### config.mk
export PLATFORM = sky130hd
export DESIGN_NAME = shift_sequencer
export DESIGN_NICKNAME = d
export VERILOG_FILES = /design/src/rtl/shift_pkg.sv /design/src/rtl/shift_one_step.sv /design/src/rtl/shift_sequencer.sv
export SDC_FILE = /design/constraint.sdc
export NUM_CORES = 1
export LEC_CHECK = 0
export CORE_MARGIN = 2
export CORE_UTILIZATION = 35
export CTS_CLUSTER_SIZE = 25
export DETAILED_ROUTE_END_ITERATION = 8
export RECOVER_POWER = 25
export SLEW_MARGIN = 20
export SYNTH_ARGS = -nofsm -noshare
export SYNTH_HDL_FRONTEND = slang
export SYNTH_SLANG_ARGS = --single-unit
### constraint.sdc
create_clock -name clk -period 2.45 [get_ports clk]
set_input_delay 0.49 -clock clk [delete_from_list [all_inputs] [get_ports clk]]
set_output_delay 0.49 -clock clk [all_outputs]
set_load 0.01 [all_outputs]
### src/rtl/shift_pkg.sv
// Shared encodings and defaults for the multi-cycle shift sequencer.
package shift_pkg;

    localparam int WIDTH_DEF = 8;
    localparam int AMT_W_DEF = 3;

    localparam logic [1:0] OP_LSL = 2'b00;
    localparam logic [1:0] OP_LSR = 2'b01;
    localparam logic [1:0] OP_ASR = 2'b10;
    localparam logic [1:0] OP_ROR = 2'b11;

    typedef enum logic [1:0] {
        IDLE  = 2'b00,
        SHIFT = 2'b01,
        DONE  = 2'b10
    } shift_state_t;

endpackage

### src/rtl/shift_one_step.sv
// Combinational single-bit shift/rotate stage; also usable by a single-cycle shifter.
module shift_one_step
    import shift_pkg::*;
#(
    parameter int WIDTH = WIDTH_DEF
) (
    input  logic [WIDTH-1:0] value,
    input  logic [1:0]       op,
    output logic [WIDTH-1:0] next_value,
    output logic             carry
);

    // One step of the selected operation and the bit that leaves the word
    always_comb begin
        next_value = value;
        carry      = 1'b0;
        case (op)
            OP_LSL: begin
                next_value = {value[WIDTH-2:0], 1'b0};
                carry      = value[WIDTH-1];
            end
            OP_LSR: begin
                next_value = {1'b0, value[WIDTH-1:1]};
                carry      = value[0];
            end
            OP_ASR: begin
                next_value = {value[WIDTH-1], value[WIDTH-1:1]};
                carry      = value[0];
            end
            OP_ROR: begin
                next_value = {value[0], value[WIDTH-1:1]};
                carry      = value[0];
            end
            default: begin
                next_value = value;
                carry      = 1'b0;
            end
        endcase
    end

endmodule

### src/rtl/shift_sequencer.sv
// Multi-cycle shifter: one bit per clock under a start/busy/done handshake.
module shift_sequencer
    import shift_pkg::*;
#(
    parameter int WIDTH = WIDTH_DEF,
    parameter int AMT_W = AMT_W_DEF
) (
    input  logic             clk,
    input  logic             rst_n,
    input  logic             start,
    input  logic [1:0]       op,
    input  logic [AMT_W-1:0] shift_amt,
    input  logic [WIDTH-1:0] in_bit,
    output logic             busy,
    output logic             done,
    output logic [WIDTH-1:0] out_bit,
    output logic             carry_out,
    output logic             zero
);

    localparam logic [AMT_W-1:0] CNT_ONE  = AMT_W'(1);
    localparam logic [AMT_W-1:0] CNT_ZERO = AMT_W'(0);

    shift_state_t     state_r;
    shift_state_t     next_state_s;
    logic [AMT_W-1:0] count_r;
    logic [1:0]       op_r;
    logic             load_s;
    logic             step_s;
    logic [WIDTH-1:0] step_value_s;
    logic             step_carry_s;

    shift_one_step #(.WIDTH(WIDTH)) u_step (
        .value      (out_bit),
        .op         (op_r),
        .next_value (step_value_s),
        .carry      (step_carry_s)
    );

    // Next-state decode; a start in DONE reloads directly without visiting IDLE
    always_comb begin
        next_state_s = state_r;
        load_s       = 1'b0;
        step_s       = 1'b0;
        case (state_r)
            IDLE, DONE: begin
                if (start) begin
                    load_s       = 1'b1;
                    next_state_s = (shift_amt != CNT_ZERO) ? SHIFT : DONE;
                end else begin
                    next_state_s = IDLE;
                end
            end
            SHIFT: begin
                step_s = 1'b1;
                if (count_r == CNT_ONE) begin
                    next_state_s = DONE;
                end else begin
                    next_state_s = SHIFT;
                end
            end
            default: begin
                next_state_s = IDLE;
            end
        endcase
    end

    // State and handshake registers; busy/done are registered copies of the next state
    always_ff @(posedge clk or negedge rst_n) begin
        if (!rst_n) begin
            state_r <= IDLE;
            busy    <= 1'b0;
            done    <= 1'b0;
        end else begin
            state_r <= next_state_s;
            busy    <= (next_state_s == SHIFT);
            done    <= (next_state_s == DONE);
        end
    end

    // Operand load and per-step datapath update
    always_ff @(posedge clk or negedge rst_n) begin
        if (!rst_n) begin
            out_bit   <= '0;
            carry_out <= 1'b0;
            count_r   <= CNT_ZERO;
            op_r      <= OP_LSL;
        end else if (load_s) begin
            out_bit   <= in_bit;
            carry_out <= 1'b0;
            count_r   <= shift_amt;
            op_r      <= op;
        end else if (step_s) begin
            out_bit   <= step_value_s;
            carry_out <= step_carry_s;
            count_r   <= count_r - CNT_ONE;
        end else begin
            out_bit   <= out_bit;
            carry_out <= carry_out;
            count_r   <= count_r;
        end
    end

    assign zero = (out_bit == '0);

endmodule

[Word level (Yosys, flattened, before mapping)]
Cells that the tools add are included.
Cells by class
  add/sub/neg operators: 1
  $mul: 0
  div/mod/pow operators: 0
  order comparisons: 0
  equal/unequal tests: 9
  shift operators: 0
  muxes and demuxes: 15
  bitwise gates (word level): 0
  reduce and logical (&&, ||, !) cells: 8
Operators by type and width (number)
  one-hot mux 8 bit (4 select lines): 1
  two-way mux 8 bit: 2
  equality test 2 bit (second input constant): 4
  zero test 8 bit: 1
  equality test 2 x 1 -> 1 bit (second input constant): 3
  two-way mux 2 bit: 3
  two-way mux 3 bit: 2
  two-way mux 1 bit: 5
  zero test 2 bit: 2
  one-hot mux 2 bit (2 select lines): 1
  equality test 3 x 1 -> 1 bit (second input constant): 1
  nonzero test 3 bit: 1
  OR reduction 3 bit: 1
  subtractor 3 x 1 -> 3 bit (second input constant): 1
  != test 2 bit (second input constant): 1
  one-hot mux 1 bit (2 select lines): 1
  AND reduction 2 bit: 1
  nonzero test 2 bit: 1
  OR reduction 2 bit: 1
Word-level totals
  register bits: 18
  bits in latches: 0
  memory bits (writable): 0
  ROM bits: 0
  bits of input ports: 16
  output and inout port bits: 12
  word-level logic and storage cells: 41
  memories kept: 0

[Depth between registers and ports, before layout]
Gate-level depths: netlist (run 1).
  depth after elaboration: 5
  gate-level depth with buffers: 6
  gate-level depth less buffers: 6

[Hierarchy]
From an unflattened synthesis (run 1), not the netlist that was laid out.
Unflattened totals
  cells, all modules: 91
  area total of the unflattened synthesis: 970.9 µm²
By module, submodules not included
  shift_sequencer: instances 1, cells an instance 79, area an instance 852.1 µm², sequential area each 450.4 µm²
  shift_one_step: instances 1, cells an instance 12, area an instance 118.9 µm², sequential area each 0.0 µm²

[Least setup slack after synthesis (run 1)]
No wires, ideal clock.
  path type: reg2out
  from: register out_bit[3]
  to: output zero
  data arrival time: 1.125 ns
  required time: 1.960 ns
  path slack: 0.835 ns
  stages on the path, launching flop included: 3
  buffers on the path: 0
  path through: dfrtp_1 or4_1 nor2_1
Between the ends
  word-level cells in the longest chain between the ends: 1
Ends and longest elaborated chain
  from (decl): RTL line shift_sequencer.sv:16  | output logic [WIDTH-1:0] out_bit,
  from (signal assigned): RTL line shift_sequencer.sv:89  | out_bit <= in_bit;
  from (signal assigned): RTL line shift_sequencer.sv:94  | out_bit <= step_value_s;
  from (signal assigned): RTL line shift_sequencer.sv:98  | out_bit <= out_bit;
  zero test 8 bit: RTL line shift_sequencer.sv:104  | assign zero = (out_bit == '0);
  to (decl): RTL line shift_sequencer.sv:18  | output logic zero
Every way passes these cells.

[Worst setup path in the final report (run 1)]
  from: register out_bit[7]
  to: output zero
Same word-level chain as after synthesis.

==> results of run 1 <==
==> registers in the layout, summed over array words and instances (netlist names) <==
register	count
busy	1
carry_out	1
count_r	3
done	1
op_r	2
out_bit	8
state_r	2
==> path summary, 6_finish.rpt <==
check,endpoint,cells after the start,start
worst max-delay path,zero,3,out_bit[7]
worst min-delay path,carry_out,2,carry_out
worst max register to register,carry_out,4,op_r[1]
worst min register to register,carry_out,2,carry_out
max in group asynchronous,count_r[1],2,rst_n
min in group asynchronous,count_r[2],2,rst_n
==> layout make-up <==
cell class                 instances  area (sq um)
fill                             261          1390
multi-input combinational         71           492
sequential                        18           450
timing repair buffer              30           292
tap                               31          38.8
clock buffer                       4          36.3
inverter                           9          33.8
==> synthesized netlist by cell type <==
library cell  count
a211oi_1          1
a21oi_1           2
a31oi_1           1
a32o_1            2
and2_1            1
buf_2             3
buf_4             2
dfrtp_1          18
ha_1              2
inv_1             9
mux2_2            3
mux2_4            1
mux2i_1           9
nand2_1           4
nand2b_1          2
nand2b_2          1
nand3_1           2
nand4_1           1
nor2_1            5
nor2_4            1
nor2b_1           2
nor3_1            1
o21ai_0          17
o21ai_1           1
o21bai_1          6
o22ai_1           3
or4_1             2
xnor2_1           1
==> report_power, final <==
| part | switching (mW) | total [mW] | internal, mW |
|---|---|---|---|
| Sequential | 0.155 | 0.590 | 0.435 |
| Combinational | 0.382 | 0.811 | 0.429 |
| Clock | 0.0962 | 0.187 | 0.0906 |
| Total | 0.634 | 1.59 | 0.955 |
==> per-layer routing <==
| layer | GRT usage, % | up-vias |
|---|---|---|
| met2 | 26.8 | 29 |
| met3 | 3.13 | 2 |
| met4 | 6.31 | 0 |
| met5 | 0 | - |
| li1 | - | 420 |
| met1 | 21.1 | 412 |
==> cell usage in the layout (no fill, tap or decap), types with 2 or more instances in the layout <==
cell / count
nor2_1: 5
o22ai_1: 3
nand2_1: 4
ha_1: 2
mux2i_1: 9
clkbuf_4: 3
nand3_1: 2
o21ai_0: 17
inv_1: 9
dfrtp_1: 18
a21oi_1: 2
o21bai_1: 6
nor2b_1: 2
a32o_1: 2
nand2b_1: 2
or4_1: 2
clkdlybuf4s50_1: 25
mux2_2: 3
buf_4: 2
==> cells by family after synthesis <==
family	after synthesis	synth area share (%)
AO/OA/AOI/OAI	33	19.7
AND/OR/NAND/NOR	22	12.1
flip-flops	18	44.8
XOR/XNOR	1	0.871
buffers and inverters	14	6.34
adder cells (fa/ha/maj)	2	2.49
multiplexers	13	13.8
==> worst max-delay path: cells and delay by family, from the launching register on <==
family | cells | cell delay, ps
flops | 1 | 440
buf+inv | 1 | 160
simple gates | 2 | 650
==> repair_timing <==
| item | in CTS | in global routing |
|---|---|---|
| hold buffers | 0 | 0 |
| setup buffers | 0 | 0 |
| gates resized for setup | 0 | 1 |
| hold endpoints to repair | 0 | 0 |
| setup endpoints to repair | 0 | 1 |
==> stage by stage <==
step	setup slack, ps	util, %	hold WS (ps)	std cells
after floorplan	835	-	194	103
after global placement	367	47.8	527	159
after detailed placement	378	47.8	533	159
after CTS	10.7	49.2	515	163
after global routing	309	49.1	630	163
final	418	49.1	551	163
==> results.yml, run 1 <==
routing:
  routedWlPerCell_microns: 14.7
  vias: 863
  vias_per_cell: 5.29
  totalWireLength_microns: 2390
  top_layer_used: "met4"
  firstDrtPassIters: 4
  ant_nets: 0
  drc: 0
  wl_met2_microns: 1110
  drt_iter0_drc: 11
  dr_wl_met3_microns: 119
  met1_length_microns: 1140
synth:
  yosys.area.top_type: "dfrtp_1"
  synth_nets: 121
  synth_cell_types: 28
  synth.ff_latch_count: 18
  yosysTopAreaCellShare_pct: 44.8
  yosysWarnings: 0
  seq_area_frac_synth_pct: 44.8
  netlist_area_sq_mm: 0.00101
  avgSynthCellArea_sq_um: 9.77
  syn-instance-count: 103
  synth.area.top_cells: "dfrtp_1, mux2i_1, o21ai_0"
cts:
  clock_path_buffers: 2
  insertion_delay_ps: 290
  h-tree-depth: 1
  clkSlewWorstSetupHoldPaths_ps: 110
  root_buffer: "clkbuf_4"
  cts_buffers: 3
  cts.sinks: 18
  cts_tree: "built"
timing:
  skew_ps: 2.40
  slew_headroom_pct: 33.3
  drv_slew: 0
  max_freq_mhz: 492
  min_period_ps: 2030
  worst_pin_slew_ps: 1000
  fin_crit_sh_pct: 83.0
  hold_violations: 0
  finalSetupViolations: 0
  grt_setup_unrepaired: "false"
  tns_ps: 0
die:
  ioPinCount: 28
  die-area_sq_mm: 0.00332
  num_rows: 19
  initial_core_util_pct: 36.8
  core-area_sq_mm: 0.00273
  die_w_microns: 57.6
  dieHeight_microns: 57.6
setup_path:
  critPathRequiredTime_ps: 1960
  crit_slowest_cell: "or4_1"
  crit_chain: "or4_1 -> nor2_1 -> dlymetal6s2s_1"
  endpoint_kind: "primary output"
  reg2reg_setup_slack_ps: 1070
  path_class: "reg2out"
  critPathArrivalTime_ps: 1540
  start_kind: "flip-flop"
  crit_fanout: 5
  cpPeakStageDelay_ps: 540
place:
  io_buffers: 27
  hpwl_microns: 1720
  dpl_cell_area_sq_mm: 0.00131
  globalplace.congestion: 0.806
global_routing:
  grt_overflow: 0
  grt_max_degree: 19
  grt_use_total_pct: 16.3
  first_global_vias: 913
  antenna_found_initial: 0
  grt_pass1_wl_microns: 4200
final_layout:
  diodes: 0
  drive_gt1_share_pct: 9.09
  final_nets: 151
  fin_area_sq_mm: 0.00134
  area_delta_synth_final_pct: 33.5
hold_path:
  holdCritPathClass: "reg2reg"
pwr:
  p_leak_nw: 0.590
  peakVddDrop_uv: 643
  p_per_area_mw_per_mm2: 1180
  total_power_mw: 1.59
job:
  cap_violations: 0
outcome:
  status: "finished, final reports clean"
Note: power is estimated with default switching activity, not from simulation.
==> inputs of run 2 (changes only) <==
==> constraint.sdc (replaced) <==
create_clock -name clk -period 1.9 [get_ports clk]
set_input_delay 0.38 -clock clk [delete_from_list [all_inputs] [get_ports clk]]
set_output_delay 0.38 -clock clk [all_outputs]
set_load 0.01 [all_outputs]
==> results.yml, run 2 (synthesis results as in run 1) <==
setup_path:
  cpPeakStageDelay_ps: 530
  crit_slowest_cell: "or4_4"
  critPathArrivalTime_ps: 1470
  critPathRequiredTime_ps: 1520
  path_class: "reg2out"
  crit_buf_inv: 1
  crit_fanout: 2
  crit_family: "simple AND/OR/NAND/NOR gates"
  start_kind: "flip-flop"
  crit_chain: "or4_4 -> nor2_2 -> buf_2"
  endpoint_kind: "primary output"
outcome:
  status: "finished, final reports clean"
pwr:
  total_power_mw: 2.20
  p_int_mw: 1.34
  p_switching_mw: 0.864
  p_leak_nw: 0.625
  seq_power_share_pct: 32.3
  peakVddDrop_uv: 905
  p_per_area_mw_per_mm2: 1560
  comb_power_share_pct: 56.4
  clkPwrFrac_pct: 11.3
  p_sw_share_pct: 39.2
routing:
  drt_iter0_drc: 16
  drc: 0
  totalWireLength_microns: 2560
  vias_per_cell: 5.25
  firstDrtPassIters: 4
  ant_nets: 0
  vias: 908
  routedWlPerCell_microns: 14.8
final_layout:
  final_nets: 161
  area_delta_synth_final_pct: 40.8
  multi_input_area_sq_um: 498
  fin_util_pct: 51.8
  largest-register: "out_bit"
  largest_register_ffs: 8
  fin_area_sq_mm: 0.00142
  fillers: 257
  drive_gt1_share_pct: 17.6
  regArea_sq_um: 450
  final_cells: 173
  final_common_cell: "clkdlybuf4s50_1"
  largestRegisters: "out_bit (8), count_r (3)"
  layout_common_cells: "clkdlybuf4s50_1, dfrtp_1, o21ai_0"
  diodes: 0
timing:
  hold_violations: 0
  fin_hold_ws_ps: 527
  drv_slew: 0
  min_period_ps: 1850
  slew_headroom_pct: 35.6
  skew_ps: 6.86
  finalSetupViolations: 0
  grt_setup_unrepaired: "true"
  worst_pin_slew_ps: 965
  max_freq_mhz: 540
  setup_slack_ps: 47.1
  tns_ps: 0
  fin_crit_sh_pct: 97.5
die:
  initial_core_util_pct: 36.8
  ioPinCount: 28
  die_w_microns: 57.6
  core-area_sq_mm: 0.00273
  num_rows: 19
  die-area_sq_mm: 0.00332
  dieHeight_microns: 57.6
global_routing:
  grt_use_total_pct: 17.5
  grt_max_degree: 19
  grt_overflow: 0
  antenna_found_initial: 0
  first_global_vias: 929
  grt_pass1_wl_microns: 4330
place:
  dpl_cell_area_sq_mm: 0.00138
  hpwl_microns: 1850
  globalplace.congestion: 0.732
  dp.cells: 168
  io_buffers: 27
  pre_cts_ws_ps: -24.0
cts:
  cts_tree: "built"
  h-tree-depth: 1
  cts_buffers: 3
  clock_path_buffers: 2
  root_buffer: "clkbuf_4"
  clkSlewWorstSetupHoldPaths_ps: 110
  insertion_delay_ps: 310
  cts.sinks: 18
job:
  cap_violations: 0
hold_path:
  holdCritPathClass: "reg2reg"
-- run 2: cell count changes in the layout (fill, tap and decap cells not counted), sizes merged --
cell	change
buf	+11
dlymetal6s2s	-1
-- run 2: final timing paths --
path / from / endpoint / slack (ps) / cells past startpoint
setup / recovery: out_bit[6] / zero / 50 / 3
hold reg to reg: carry_out / carry_out / 530 / 2
max in group asynchronous: rst_n / out_bit[3] / 580 / 2
min in group asynchronous: rst_n / state_r[1] / 730 / 2
setup reg to reg: op_r[1] / carry_out / 510 / 4
hold / removal: carry_out / carry_out / 530 / 2
-- run 2: worst register-to-register path, stage by stage (launching register included) --
cell and delay [ps]:
dfrtp_1 460, nor2_4 310, mux2_4 330, mux2i_1 130, o21ai_1 70
-- run 2: area by class of cell --
cell class                      instances  share of cell area [%]
Clock buffer                            4                    2.56
Inverter                                9                    2.39
Multi-Input combinational cell         71                    35.2
Sequential cell                        18                    31.8
Tap cell                               31                    2.74
Timing Repair Buffer                   40                    25.4
-- run 2: power by group through the flow --
stage               logic, mW  registers [mW]  clock network (mW)
floorplan               0.659           0.750                   0
global placement         1.22           0.707                   0
detailed placement       1.22           0.719                   0
CTS                      1.23           0.710               0.249
global route             1.39           0.742               0.275
finish                   1.24           0.712               0.249
-- run 2: per-layer routing --
metal / track usage (%) / up-vias / routed length [microns]
met2: 28.2 / 26 / 1180
met4: 6.98 / 0 / 39
met3: 4.24 / 4 / 163
li1: - / 438 / -
met1: 22.5 / 440 / 1180
met5: 0 / - / 0
-- run 2: timing repair --
action                                  4_1_cts  5_1_grt
endpoints found under the setup margin        1        1
resized for setup                             4        2
setup buffers                                 0        1
pin swaps                                     0        2
hold buffers                                  0        0
==> inputs of run 3 (changes only) <==
--- a/config.mk
+++ b/config.mk
@@ -7,6 +7,7 @@
 export LEC_CHECK = 0
 export CORE_MARGIN = 2
 export CORE_UTILIZATION = 35
+export CTS_CLUSTER_DIAMETER = 150
 export CTS_CLUSTER_SIZE = 25
 export DETAILED_ROUTE_END_ITERATION = 8
 export RECOVER_POWER = 25
==> results of run 3 <==
The final DEF is identical to that of run 2; final timing and power are the same.
